`config.mk`:
```
export PLATFORM = sky130hd
export DESIGN_NAME = udiv_seq
export DESIGN_NICKNAME = d
export VERILOG_FILES = /design/src/rtl/udiv_pkg.sv /design/src/rtl/udiv_ge_sub.sv /design/src/rtl/udiv_seq.sv
export SDC_FILE = /design/constraint.sdc
export NUM_CORES = 1
export LEC_CHECK = 0
export ABC_CLOCK_PERIOD_IN_PS = 4430
export BUFFER_PORTS_ARGS = -buffer_cell sky130_fd_sc_hd__buf_2
export CORE_UTILIZATION = 40
export DETAILED_ROUTE_END_ITERATION = 7
export GPL_TIMING_DRIVEN = 1
export PLACE_DENSITY_LB_ADDON = 0.12
export REMOVE_ABC_BUFFERS = 1
export SYNTH_ARGS = -nofsm -noshare
export SYNTH_HDL_FRONTEND = slang
export SYNTH_SLANG_ARGS = --single-unit
```
`constraint.sdc`:
```
create_clock -name CLK -period 4.43 [get_ports CLK]
set_input_delay 0.886 -clock CLK [delete_from_list [all_inputs] [get_ports CLK]]
set_output_delay 0.886 -clock CLK [all_outputs]
set_load 0.005 [all_outputs]
```
`src/rtl/udiv_pkg.sv`:
```
// rtl/udiv_pkg.sv - shared types and constants for the sequential unsigned divider
package udiv_pkg;

    localparam int UDIV_N = 4;
    localparam int CNT_W  = $clog2(UDIV_N + 1);

    typedef enum logic [1:0] {
        IDLE = 2'd0,
        CALC = 2'd1,
        FIN  = 2'd2
    } udiv_state_e;

endpackage

```
`src/rtl/udiv_ge_sub.sv`:
```
// rtl/udiv_ge_sub.sv - W-bit subtract-with-borrow, carry-out is the A >= B flag
//   a_i, b_i : operands
//   diff_o   : a_i - b_i (modulo 2^W)
//   ge_o     : carry-out of a_i + ~b_i + 1, high when a_i >= b_i
module udiv_ge_sub #(
    parameter int W = 5
) (
    input  logic [W-1:0] a_i,
    input  logic [W-1:0] b_i,
    output logic [W-1:0] diff_o,
    output logic         ge_o
);

    logic [W:0] sum;

    assign sum    = {1'b0, a_i} + {1'b0, ~b_i} + {{W{1'b0}}, 1'b1};
    assign diff_o = sum[W-1:0];
    assign ge_o   = sum[W];

endmodule

```
`src/rtl/udiv_seq.sv`:
```
// rtl/udiv_seq.sv - sequential unsigned restoring divider, one quotient bit per clock
//   CLK, RESETN      : clock, asynchronous active-low reset
//   START, I0, I1    : request with dividend and divisor, accepted when BUSY=0
//   BUSY             : division in progress
//   DONE, Q, R, DIVZ : one-cycle done pulse with quotient, remainder, divide-by-zero flag
//   Optional macro UDIV_EARLY_EXIT_EN: finish immediately when I0 < I1.
module udiv_seq
    import udiv_pkg::*;
#(
    parameter int N = UDIV_N
) (
    input  logic         CLK,
    input  logic         RESETN,
    input  logic         START,
    input  logic [N-1:0] I0,
    input  logic [N-1:0] I1,
    output logic         BUSY,
    output logic         DONE,
    output logic [N-1:0] Q,
    output logic [N-1:0] R,
    output logic         DIVZ
);

    localparam int CW = $clog2(N + 1);

    udiv_state_e state_q;
    logic [CW-1:0] cnt_q;
    logic [N-1:0]  dvd_q, dvs_q, rem_q, quo_q;
    logic [N-1:0]  q_q, r_q;
    logic          busy_q, done_q, divz_q;

    logic [N:0]    sub_a, sub_b, sub_diff;
    logic          sub_ge;
    logic [N:0]    part;
    logic [N-1:0]  rem_d, quo_d;
    logic          unused_bits;

    // Partial remainder: previous remainder with the next dividend bit shifted in.
    assign part = {rem_q, dvd_q[N-1]};

`ifdef UDIV_EARLY_EXIT_EN
    // Outside CALC the subtractor is borrowed to compare the incoming operands.
    assign sub_a = (state_q == CALC) ? part            : {1'b0, I0};
    assign sub_b = (state_q == CALC) ? {1'b0, dvs_q}   : {1'b0, I1};
`else
    assign sub_a = part;
    assign sub_b = {1'b0, dvs_q};
`endif

    udiv_ge_sub #(.W(N + 1)) u_ge_sub (
        .a_i    (sub_a),
        .b_i    (sub_b),
        .diff_o (sub_diff),
        .ge_o   (sub_ge)
    );

    // When GE is set the difference is below the divisor, so its top bit is always zero.
    assign rem_d = sub_ge ? sub_diff[N-1:0] : part[N-1:0];
    assign quo_d = {quo_q[N-2:0], sub_ge};
    assign unused_bits = sub_diff[N] ^ quo_q[N-1];

    always_ff @(posedge CLK or negedge RESETN) begin
        if (!RESETN) begin
            state_q <= IDLE;
            cnt_q   <= '0;
            dvd_q   <= '0;
            dvs_q   <= '0;
            rem_q   <= '0;
            quo_q   <= '0;
            q_q     <= '0;
            r_q     <= '0;
            busy_q  <= 1'b0;
            done_q  <= 1'b0;
            divz_q  <= 1'b0;
        end else begin
            done_q <= 1'b0;
            case (state_q)
                IDLE, FIN: begin
                    state_q <= IDLE;
                    if (START) begin
                        dvd_q <= I0;
                        dvs_q <= I1;
                        rem_q <= '0;
                        quo_q <= '0;
                        cnt_q <= '0;
                        if (I1 == '0) begin
                            q_q     <= '1;
                            r_q     <= I0;
                            divz_q  <= 1'b1;
                            done_q  <= 1'b1;
                            state_q <= FIN;
`ifdef UDIV_EARLY_EXIT_EN
                        end else if (!sub_ge) begin
                            q_q     <= '0;
                            r_q     <= I0;
                            divz_q  <= 1'b0;
                            done_q  <= 1'b1;
                            state_q <= FIN;
`endif
                        end else begin
                            busy_q  <= 1'b1;
                            state_q <= CALC;
                        end
                    end
                end
                CALC: begin
                    rem_q <= rem_d;
                    quo_q <= quo_d;
                    dvd_q <= {dvd_q[N-2:0], 1'b0};
                    cnt_q <= cnt_q + 1'b1;
                    // Last iteration publishes straight from the next-state values.
                    if (cnt_q == CW'(N - 1)) begin
                        q_q     <= quo_d;
                        r_q     <= rem_d;
                        divz_q  <= 1'b0;
                        done_q  <= 1'b1;
                        busy_q  <= 1'b0;
                        cnt_q   <= '0;
                        state_q <= FIN;
                    end
                end
                default: begin
                    state_q <= IDLE;
                    busy_q  <= 1'b0;
                end
            endcase
        end
    end

    assign BUSY = busy_q;
    assign DONE = done_q;
    assign Q    = q_q;
    assign R    = r_q;
    assign DIVZ = divz_q;

endmodule

```
==> impl_metrics.toml, run 1 <==
[place]
io_buffers = 21
placed_area_sq_mm = 0.001578
place.detailed.instances = 211
finalWeightedCongestion = 0.7774
detailedPlacementHpwl_mm = 2.099
pre_cts_ws_ns = 2.048

[synth]
synthesized_cell_area_sq_mm = 0.001464
register_bit_count_reported_by_yosys = 31
synth_enable_flop_cells = 0
ys.warnings.count = 0
synth.avg_cell_area_sq_um = 9.891
yosysSeqAreaShare_pct = 52.99
netlist_instances = 148
ys_async_sr_fraction_pct = 100.0
ys_dominant_reg_cell = "dfrtp_1"
cell_type_contributing_the_most_total_cell_area_after_synthesis = "dfrtp_1"
yosys.area.top_type_share_pct = 52.99
post_synth_main_area_contributors = "dfrtp_1, nand2_1, nor2_1"
post_synth_num_cell_types = 32

[final_layout]
antennaDiodeCount = 0
areaGrowthSynthToFinish_pct = 13.68
fill_cell_count = 336
finish.net_count = 189
layoutNonFillerInstCount = 219
drive_above_1_share_pct = 21.39
final_instance_area_sq_mm = 0.001664

[clocking]
number_of_levels_in_the_clock_h_tree = 2
cts_hold_repair.buffers = 0
tritoncts_clock_tree = "yes"
cts_num_sinks = 31
clk_transition_reported_paths_ns = 0.10
cts_root_buf = "clkbuf_4"
cts.repair_timing.setup_buffer_count = 0
insertion_delay_ns = 0.33
numCtsBuffers = 5
post_cts_resized = 0
cts_max_path_buffers = 2

[global_route]
grt_overflow_total = 0
antenna_found_initial = 0
grt.total_usage_pct = 16.42
grt_pass1_wl_mm = 4.995
grt_max_degree = 32
grt_pass1_vias = 1084

[worst_setup_path]
crit_path_top_delay_cell = "nor3_1"
worstPathRequired_ns = 4.68
slowest_delay_ns = 0.57
timing.critical_path.to_type = "register"
worst-endpoint-arrival_ns = 2.48
worst_setup_path_start_kind = "register"
cells_traversed_along_the_worst_timing_path = "ha_1, o21ai_0, a21oi_1, nor3_1, mux2_2, a31oi_1"
setup.worst_path.class = "reg -> reg"
path_max_fanout = 7

[routing]
detail_route.drc_violations = 0
number_of_drc_violations_after_detailed_routing_iteration_0 = 57
routed_via_density = 5.032
detail_route.wirelength_mm = 2.820
detailroute.via_count = 1102
wl_per_cell_um = 12.88
detail_route.first_pass.iterations = 4
final_antenna_net_count = 0

[sta]
maxSlewViolCount = 0
timing.final.crit_share_pct = 50.31
finalClockSkew_ns = 0.009087
setup_ws_ns = 2.201
worst_pin_slew_ns = 0.7205
count_of_final_hold_check_violations = 0
finalSetupViolCount = 0
finalSetupTns_ns = 0
unrepaired_setup_endpoints_after_global_routing = "false"
slew_headroom_pct = 51.60
highest_clock_rate_mhz = 448.6
finalCriticalPeriod_ns = 2.229

[power]
power.internal_w = 0.0007859
netSwitchingFraction_pct = 38.56
power.share.sequential_pct = 37.9
post-layout-total-power_w = 0.001279
p_sw_w = 0.0004932
clock_power_share_pct = 18.0
power.density_mw_per_mm2 = 768.6
p_leak_nw = 0.8101
combinationalPowerShare_pct = 44.0
peakVddDrop_mv = 0.3587

[floorplan]
ports_placed_on_the_boundary = 22
initial_core_util_pct = 42.86
die_y_um = 62.50
floorplan.core_area_sq_mm = 0.003416
die_area_sq_mm = 0.003906
placementRows = 21
width_of_the_chip_um = 62.50

[hold_path]
holdCritPathClass = "reg -> reg"

[outcome]
outcome = "finished, final reports clean"

[run]
maxCapViolations = 0
-- power groups by stage --
stage               clock (W)  sequential, W  combinational [W]
finish               0.000231       0.000485           0.000563
detailed placement          0       0.000492           0.000573
global route         0.000248       0.000503           0.000650
global placement            0       0.000489           0.000558
floorplan                   0       0.000480           0.000412
CTS                  0.000235       0.000487           0.000574
-- worst paths after layout --
| kind | slack [ns] | end | start | cells after the start |
|---|---|---|---|---|
| setup / recovery | 2.20 | R[1] | rem_q[1] | 6 |
| hold / removal | 0.48 | DIVZ | DIVZ | 2 |
| setup reg to reg | 2.20 | R[1] | rem_q[1] | 6 |
| hold reg to reg | 0.48 | DIVZ | DIVZ | 2 |
| max in group asynchronous | 3.40 | dvd_q[3] | RESETN | 1 |
| min in group asynchronous | 0.59 | Q[0] | RESETN | 1 |
-- layout by cell type, fill, tap and decap left out, types with 2 or more instances in the layout --
cell	synthesis	layout
clkbuf_4	0	5
o21ai_0	11	11
nand3_1	3	3
a31oi_1	6	6
nand2b_1	2	2
nor2b_1	2	2
ha_1	5	5
a21oi_1	5	5
dfrtp_1	31	31
inv_1	5	5
or2b_2	2	2
buf_2	0	21
nand2_1	35	35
a22o_1	5	5
nor2_1	17	17
-- logic make-up (layout without fill, tap and decap cells) --
| logic type | Yosys count | in the layout | synth area share, % |
|---|---|---|---|
| xor gates and xnor gates | 1 | 1 | 0.5984 |
| muxes | 2 | 2 | 1.453 |
| and+or+nand+nor | 69 | 69 | 21.71 |
| adders and majority gates | 6 | 6 | 5.641 |
| buffers and inverters | 9 | 34 | 4.615 |
| DFF | 31 | 31 | 52.99 |
| AOI/OAI and AO/OA | 30 | 30 | 12.99 |
-- critical path: cells and delay by family (launching register included) --
family	cells	cell delay, ns
fa+ha+maj	1	0.33
simple gates	1	0.57
flops	1	0.42
mux	1	0.43
compound gates	3	0.41
-- flip-flops by register name (all words and copies together), names as in the netlist --
signal   flops
quo_q        3
state_q      2
DIVZ         1
DONE         1
BUSY         1
R            4
dvd_q        4
dvs_q        4
cnt_q        3
rem_q        4
Q            4
-- layout make-up --
| cell class | count | area (sq um) | share of cell area (%) |
|---|---|---|---|
| Sequential cell | 31 | 775.7 | 46.62 |
| Multi-Input combinational cell | 108 | 620.6 | 37.29 |
| Timing Repair Buffer | 21 | 105.1 | 6.316 |
| Tap cell | 46 | 57.56 | 3.459 |
| Clock buffer | 6 | 51.30 | 3.083 |
| Clock inverter | 2 | 35.03 | 2.105 |
| Inverter | 5 | 18.77 | 1.128 |
-- synth_stat cells, drive strengths merged, types with 2 or more instances --
cell type,count
nor2,17
or2b,2
buf,2
inv,5
a21oi,5
a22o,5
dfrtp,31
nand2b,2
a31oi,6
nand3,3
ha,5
o21ai,11
nor2b,2
clkbuf,2
nand2,36
or3,2
-- per-layer routing --
metal	global-route usage [%]	share of wire, %
met4	6.105	1.6
met2	23.23	44
met3	4.745	4.1
met1	23.67	50
met5	0	0
-- per-stage QoR --
stage | utilization [%] | hold WS (ns)
floorplan | - | 0.4494
detailed placement | 46.19 | 0.4618
finish | 48.72 | 0.4807
global placement | 46.19 | 0.4556
global route | 48.72 | 0.5118
CTS | 48.72 | 0.4872
Note: power is estimated with default switching activity, not from simulation.
==> inputs of run 2 (changes only) <==
--- a/config.mk
+++ b/config.mk
@@ -5,7 +5,7 @@
 export SDC_FILE = /design/constraint.sdc
 export NUM_CORES = 1
 export LEC_CHECK = 0
-export ABC_CLOCK_PERIOD_IN_PS = 4430
+export ABC_CLOCK_PERIOD_IN_PS = 2130
 export BUFFER_PORTS_ARGS = -buffer_cell sky130_fd_sc_hd__buf_2
 export CORE_UTILIZATION = 40
 export DETAILED_ROUTE_END_ITERATION = 7
==> constraint.sdc (replaced) <==
create_clock -name CLK -period 2.13 [get_ports CLK]
set_input_delay 0.426 -clock CLK [delete_from_list [all_inputs] [get_ports CLK]]
set_output_delay 0.426 -clock CLK [all_outputs]
set_load 0.005 [all_outputs]
==> run 2 against run 1 <==
Effect of this change: routed wire length rose by 0.60%; clock power grew 43%; clock-buffer cell count down 1; cell area down 0.68%; maximum frequency increased by 16%; sequential share of layout area is 0.32 points higher; largest power group unchanged.
==> impl_metrics.toml, run 2 (same netlist as run 1, synthesis figures left out) <==
[floorplan]
ports_placed_on_the_boundary = 22
floorplan.core_area_sq_mm = 0.003416
die_area_sq_mm = 0.003906
initial_core_util_pct = 42.86
width_of_the_chip_um = 62.50
placementRows = 21
die_y_um = 62.50

[clocking]
post_cts_resized = 0
cts_hold_repair.buffers = 0
cts_max_path_buffers = 2
cts_num_sinks = 31
cts.repair_timing.setup_buffer_count = 0
insertion_delay_ns = 0.33
numCtsBuffers = 5
number_of_levels_in_the_clock_h_tree = 2
clk_transition_reported_paths_ns = 0.10
cts_root_buf = "clkbuf_4"
tritoncts_clock_tree = "yes"

[sta]
slew_headroom_pct = 55.83
unrepaired_setup_endpoints_after_global_routing = "false"
highest_clock_rate_mhz = 522.2
worst_pin_slew_ns = 0.6626
finalSetupTns_ns = 0
timing.final.crit_share_pct = 89.90
count_of_final_hold_check_violations = 0
finalClockSkew_ns = 0.004589
finalCriticalPeriod_ns = 1.915
finalSetupViolCount = 0
whs_ns = 0.1136
maxSlewViolCount = 0

[place]
finalWeightedCongestion = 0.7926
placed_area_sq_mm = 0.001600
io_buffers = 21
detailedPlacementHpwl_mm = 2.128

[outcome]
outcome = "finished, final reports clean"

[worst_setup_path]
worstPathRequired_ns = 2.38
worst-endpoint-arrival_ns = 2.17
worst_setup_path_start_kind = "register"
timing.critical_path.to_type = "register"
critical_path.reg2reg.startpoint = "rem_q[1]"
path_max_fanout = 6
setup.worst_path.class = "reg -> reg"
crit_path_start = "rem_q[1]"

[final_layout]
regArea_sq_um = 775.7
layout_commonest_cell = "nand2_1"
layout.cells.most_common_list = "nand2_1, dfrtp_1, buf_2"
areaGrowthSynthToFinish_pct = 12.91
antennaDiodeCount = 0
final_instance_area_sq_mm = 0.001653
drive_above_1_share_pct = 22.73
finish.net_count = 192
multi_input_area_sq_um = 620.6
fill_cell_count = 346

[global_route]
grt_pass1_vias = 1096
antenna_found_initial = 0
grt_max_degree = 32
grt_overflow_total = 0
grt_pass1_wl_mm = 5.030
grt.total_usage_pct = 16.82

[routing]
detailroute.via_count = 1113
detail_route.first_pass.iterations = 4
wl_per_cell_um = 12.78
number_of_drc_violations_after_detailed_routing_iteration_0 = 65
detail_route.wirelength_mm = 2.837
final_antenna_net_count = 0
routed_via_density = 5.014
detail_route.drc_violations = 0

[power]
power.density_mw_per_mm2 = 1559
peakVddDrop_mv = 0.5692
p_leak_nw = 0.8117

[run]
maxCapViolations = 0

[hold_path]
holdCritPathClass = "in -> async"
-- run 2: cell types whose count changed in the layout (fill, tap and decap cells not counted) --
cell,before,now
buf_4,0,3
clkbuf_8,1,0
clkinv_2,1,3
bufinv_16,1,0
-- run 2: layer usage --
layer / GRT usage (%) / vias up / routed length (um) / part of all wire [%]
met1: 23.31 / 527 / 1448 / 51
met2: 24.18 / 23 / 1207 / 43
li1: - / 556 / - / -
met3: 4.197 / 7 / 119 / 4.2
met4: 8.721 / 0 / 61 / 2.2
met5: 0 / - / 0 / 0
-- run 2: path summary, 6_finish.rpt --
kind	depth (start not counted)	slack [ns]	end
setup / recovery	7	0.22	R[2]
hold / removal	1	0.11	DONE
setup reg to reg	7	0.22	R[2]
hold reg to reg	2	0.49	DIVZ
max in group asynchronous	1	1.59	dvd_q[3]
min in group CLK	3	0.31	dvs_q[0]
-- run 2: cell type report --
| cell class | instances | share of cell area, % |
|---|---|---|
| Sequential cell | 31 | 46.93 |
| Multi-Input combinational cell | 108 | 37.55 |
| Clock buffer | 5 | 2.271 |
| Inverter | 5 | 1.136 |
| Timing Repair Buffer | 24 | 7.721 |
| Tap cell | 46 | 3.482 |
| Clock inverter | 3 | 0.9084 |
-- run 2: where the power goes --
group          total [W]  switching [W]  leakage [nW]  internal (W)
clock network   0.000330       0.000207        0.0347      0.000123
registers        0.00101       0.000157         0.377      0.000853
logic            0.00124       0.000687         0.400      0.000550
-- run 2: metrics by stage --
stage	setup WS [ns]	total power [W]	utilization, %	cells
final	0.2151	0.002577	48.39	222
after global routing	0.08958	0.002825	48.39	222
after CTS	0.2136	0.002602	48.39	222
after detailed placement	0.2407	0.002271	46.85	214
after global placement	0.3128	0.002238	46.85	214
after floorplan	0.1865	0.001855	-	144
-- run 2: worst max-delay path, stage by stage (launching register included) --
cell and delay [ns]:
dfrtp_1 0.42, ha_1 0.33, o21ai_0 0.09, a21oi_1 0.18, nor3_1 0.10, buf_4 0.16
or3_1 0.36, a41oi_1 0.20
==> inputs of run 3 (changes only) <==
--- a/config.mk
+++ b/config.mk
@@ -5,6 +5,7 @@
 export SDC_FILE = /design/constraint.sdc
 export NUM_CORES = 1
 export LEC_CHECK = 0
+export ABC_AREA = 1
 export ABC_CLOCK_PERIOD_IN_PS = 2130
 export BUFFER_PORTS_ARGS = -buffer_cell sky130_fd_sc_hd__buf_2
 export CORE_UTILIZATION = 40
==> run 3 against run 2 <==
Effect of this change: core utilization up 1.6 points; area after synthesis up 3.0%; maximum frequency up 15%; critical path type unchanged; critical endpoint is now R[1].
==> impl_metrics.toml, run 3 <==
[synth]
ys_async_sr_fraction_pct = 100.0
synth_enable_flop_cells = 0
synth.avg_cell_area_sq_um = 8.665
synthesized_cell_area_sq_mm = 0.001508
netlist_instances = 174
cell_type_contributing_the_most_total_cell_area_after_synthesis = "dfrtp_1"
ys_dominant_reg_cell = "dfrtp_1"
cell_types_with_the_highest_counts_after_synthesis = "nand2_1, dfrtp_1, inv_1"
yosys.area.top_type_share_pct = 51.45
ys.warnings.count = 0
post_synth_main_area_contributors = "dfrtp_1, nand2_1, inv_1"
yosysMostFrequentCell = "nand2_1"
yosysSeqAreaShare_pct = 51.45
register_bit_count_reported_by_yosys = 31
post_synth_num_cell_types = 26

[routing]
detail_route.first_pass.iterations = 4
routed_via_density = 4.894
detailroute.via_count = 1204
number_of_drc_violations_after_detailed_routing_iteration_0 = 93
final_antenna_net_count = 0
detail_route.wirelength_mm = 3.103
detail_route.drc_violations = 0
wl_per_cell_um = 12.61

[sta]
highest_clock_rate_mhz = 600.3
maxSlewViolCount = 0
finalSetupViolCount = 0
timing.final.crit_share_pct = 78.21
finalCriticalPeriod_ns = 1.666
worst_pin_slew_ns = 0.7085
setup_ws_ns = 0.4642
finalClockSkew_ns = 0.007867
slew_headroom_pct = 52.77
finalSetupTns_ns = 0
count_of_final_hold_check_violations = 0
unrepaired_setup_endpoints_after_global_routing = "false"

[final_layout]
final_instance_area_sq_mm = 0.001735
drive_above_1_share_pct = 19.50
antennaDiodeCount = 0
fill_cell_count = 371
areaGrowthSynthToFinish_pct = 15.10
finish.utilization_pct = 50.04
regArea_sq_um = 775.7
layout.cells.most_common_list = "nand2_1, dfrtp_1, inv_1"
layout_commonest_cell = "nand2_1"
finish.net_count = 217
multi_input_area_sq_um = 586.8

[power]
peakVddDrop_mv = 0.9171
power.density_mw_per_mm2 = 1603
p_leak_nw = 0.9489
post-layout-total-power_w = 0.002782

[worst_setup_path]
worstPathRequired_ns = 2.31
timing.reg2reg.worst_path_depth = 9
path_max_fanout = 6
timing.critical_path.to_type = "register"
setup.worst_path.class = "reg -> reg"
worst_setup_path_start_kind = "register"
worst-endpoint-arrival_ns = 1.85

[clocking]
cts_hold_repair.buffers = 0
post_cts_resized = 0
cts.repair_timing.setup_buffer_count = 0
tritoncts_clock_tree = "yes"
cts_root_buf = "clkbuf_8"
numCtsBuffers = 5
cts_num_sinks = 31
clk_transition_reported_paths_ns = 0.07
insertion_delay_ns = 0.28
number_of_levels_in_the_clock_h_tree = 2
cts_max_path_buffers = 2

[global_route]
grt_overflow_total = 0
grt.total_usage_pct = 18.51
antenna_found_initial = 0
grt_pass1_vias = 1279
grt_max_degree = 32
grt_pass1_wl_mm = 5.630

[place]
detailedPlacementHpwl_mm = 2.248
placed_area_sq_mm = 0.001648
pre_cts_ws_ns = 0.4936
io_buffers = 21
finalWeightedCongestion = 0.7756

[floorplan]
placementRows = 21
ports_placed_on_the_boundary = 22
die_y_um = 63.40
width_of_the_chip_um = 63.40
floorplan.core_area_sq_mm = 0.003468
die_area_sq_mm = 0.004019
initial_core_util_pct = 43.47

[run]
maxCapViolations = 0

[outcome]
outcome = "finished, final reports clean"

[hold_path]
holdCritPathClass = "in -> async"
[run 3: cell count changes after synthesis, moves of 3 or more]
| cell | change |
|---|---|
| a22o_1 | -4 |
| a31oi_1 | -4 |
| inv_1 | +24 |
| nand2_2 | +3 |
| nand3_1 | +10 |
| nand4_1 | +5 |
| or2_0 | +3 |
[run 3: critical path: stages (launching register included)]
cell	delay, ns
dfrtp_1	0.44
ha_1	0.29
nand2_1	0.07
nand2_1	0.06
nand3_1	0.18
nand2_1	0.18
nand3_1	0.15
nand3_1	0.09
nand2_1	0.07
inv_1	0.04
[run 3: worst paths after layout]
path / from / to / slack [ns]
worst max-delay path: rem_q[0] / R[1] / 0.46
worst min register to register: Q[0] / Q[0] / 0.49
worst min-delay path: RESETN / dvs_q[1] / 0.19
worst max register to register: rem_q[0] / R[1] / 0.46
max in group asynchronous: RESETN / state_q[1] / 1.48
min in group CLK: I1[0] / dvs_q[0] / 0.36
[run 3: through the flow]
stage / hold WS [ns] / instances
global route: 0.2595 / 246
detailed placement: 0.4639 / 239
CTS: 0.2140 / 246
global placement: 0.4644 / 239
floorplan: 0.1304 / 172
finish: 0.1914 / 246
[run 3: final cells by class]
type | instances | area share (%)
sequential | 31 | 44.70
clock inverter | 1 | 0.2884
timing repair buffer | 21 | 6.056
multi-input combinational | 109 | 33.81
clock buffer | 6 | 4.758
tap | 46 | 3.317
inverter | 32 | 7.066
[run 3: where the power goes]
group	total [W]	internal, W	switching, W
sequential	0.000984	0.000856	0.000128
combinational	0.00133	0.000486	0.000844
clock	0.000468	0.000253	0.000215
total	0.00278	0.00160	0.00119
[run 3: cells by family (layout without fill, tap and decap cells)]
kind of cell	after synthesis	in the layout	synth area share, %
XOR/XNOR	1	1	0.5810
buffers and inverters	34	60	9.627
flip-flops	31	31	51.45
adder cells (fa/ha/maj)	6	6	5.477
AND/OR/NAND/NOR	82	82	25.23
AO/OA/AOI/OAI	20	20	7.635
[run 3: routing by layer]
layer  part of all wire (%)  global-route usage, %  wire length [um]  vias up
met5                      0                      0                 0        -
met4                    1.4                  10.23                42        0
met3                    4.1                  5.072               126        4
met2                     48                  28.59              1485       26
met1                     47                  23.26              1449      574
li1                       -                      -                 -      600
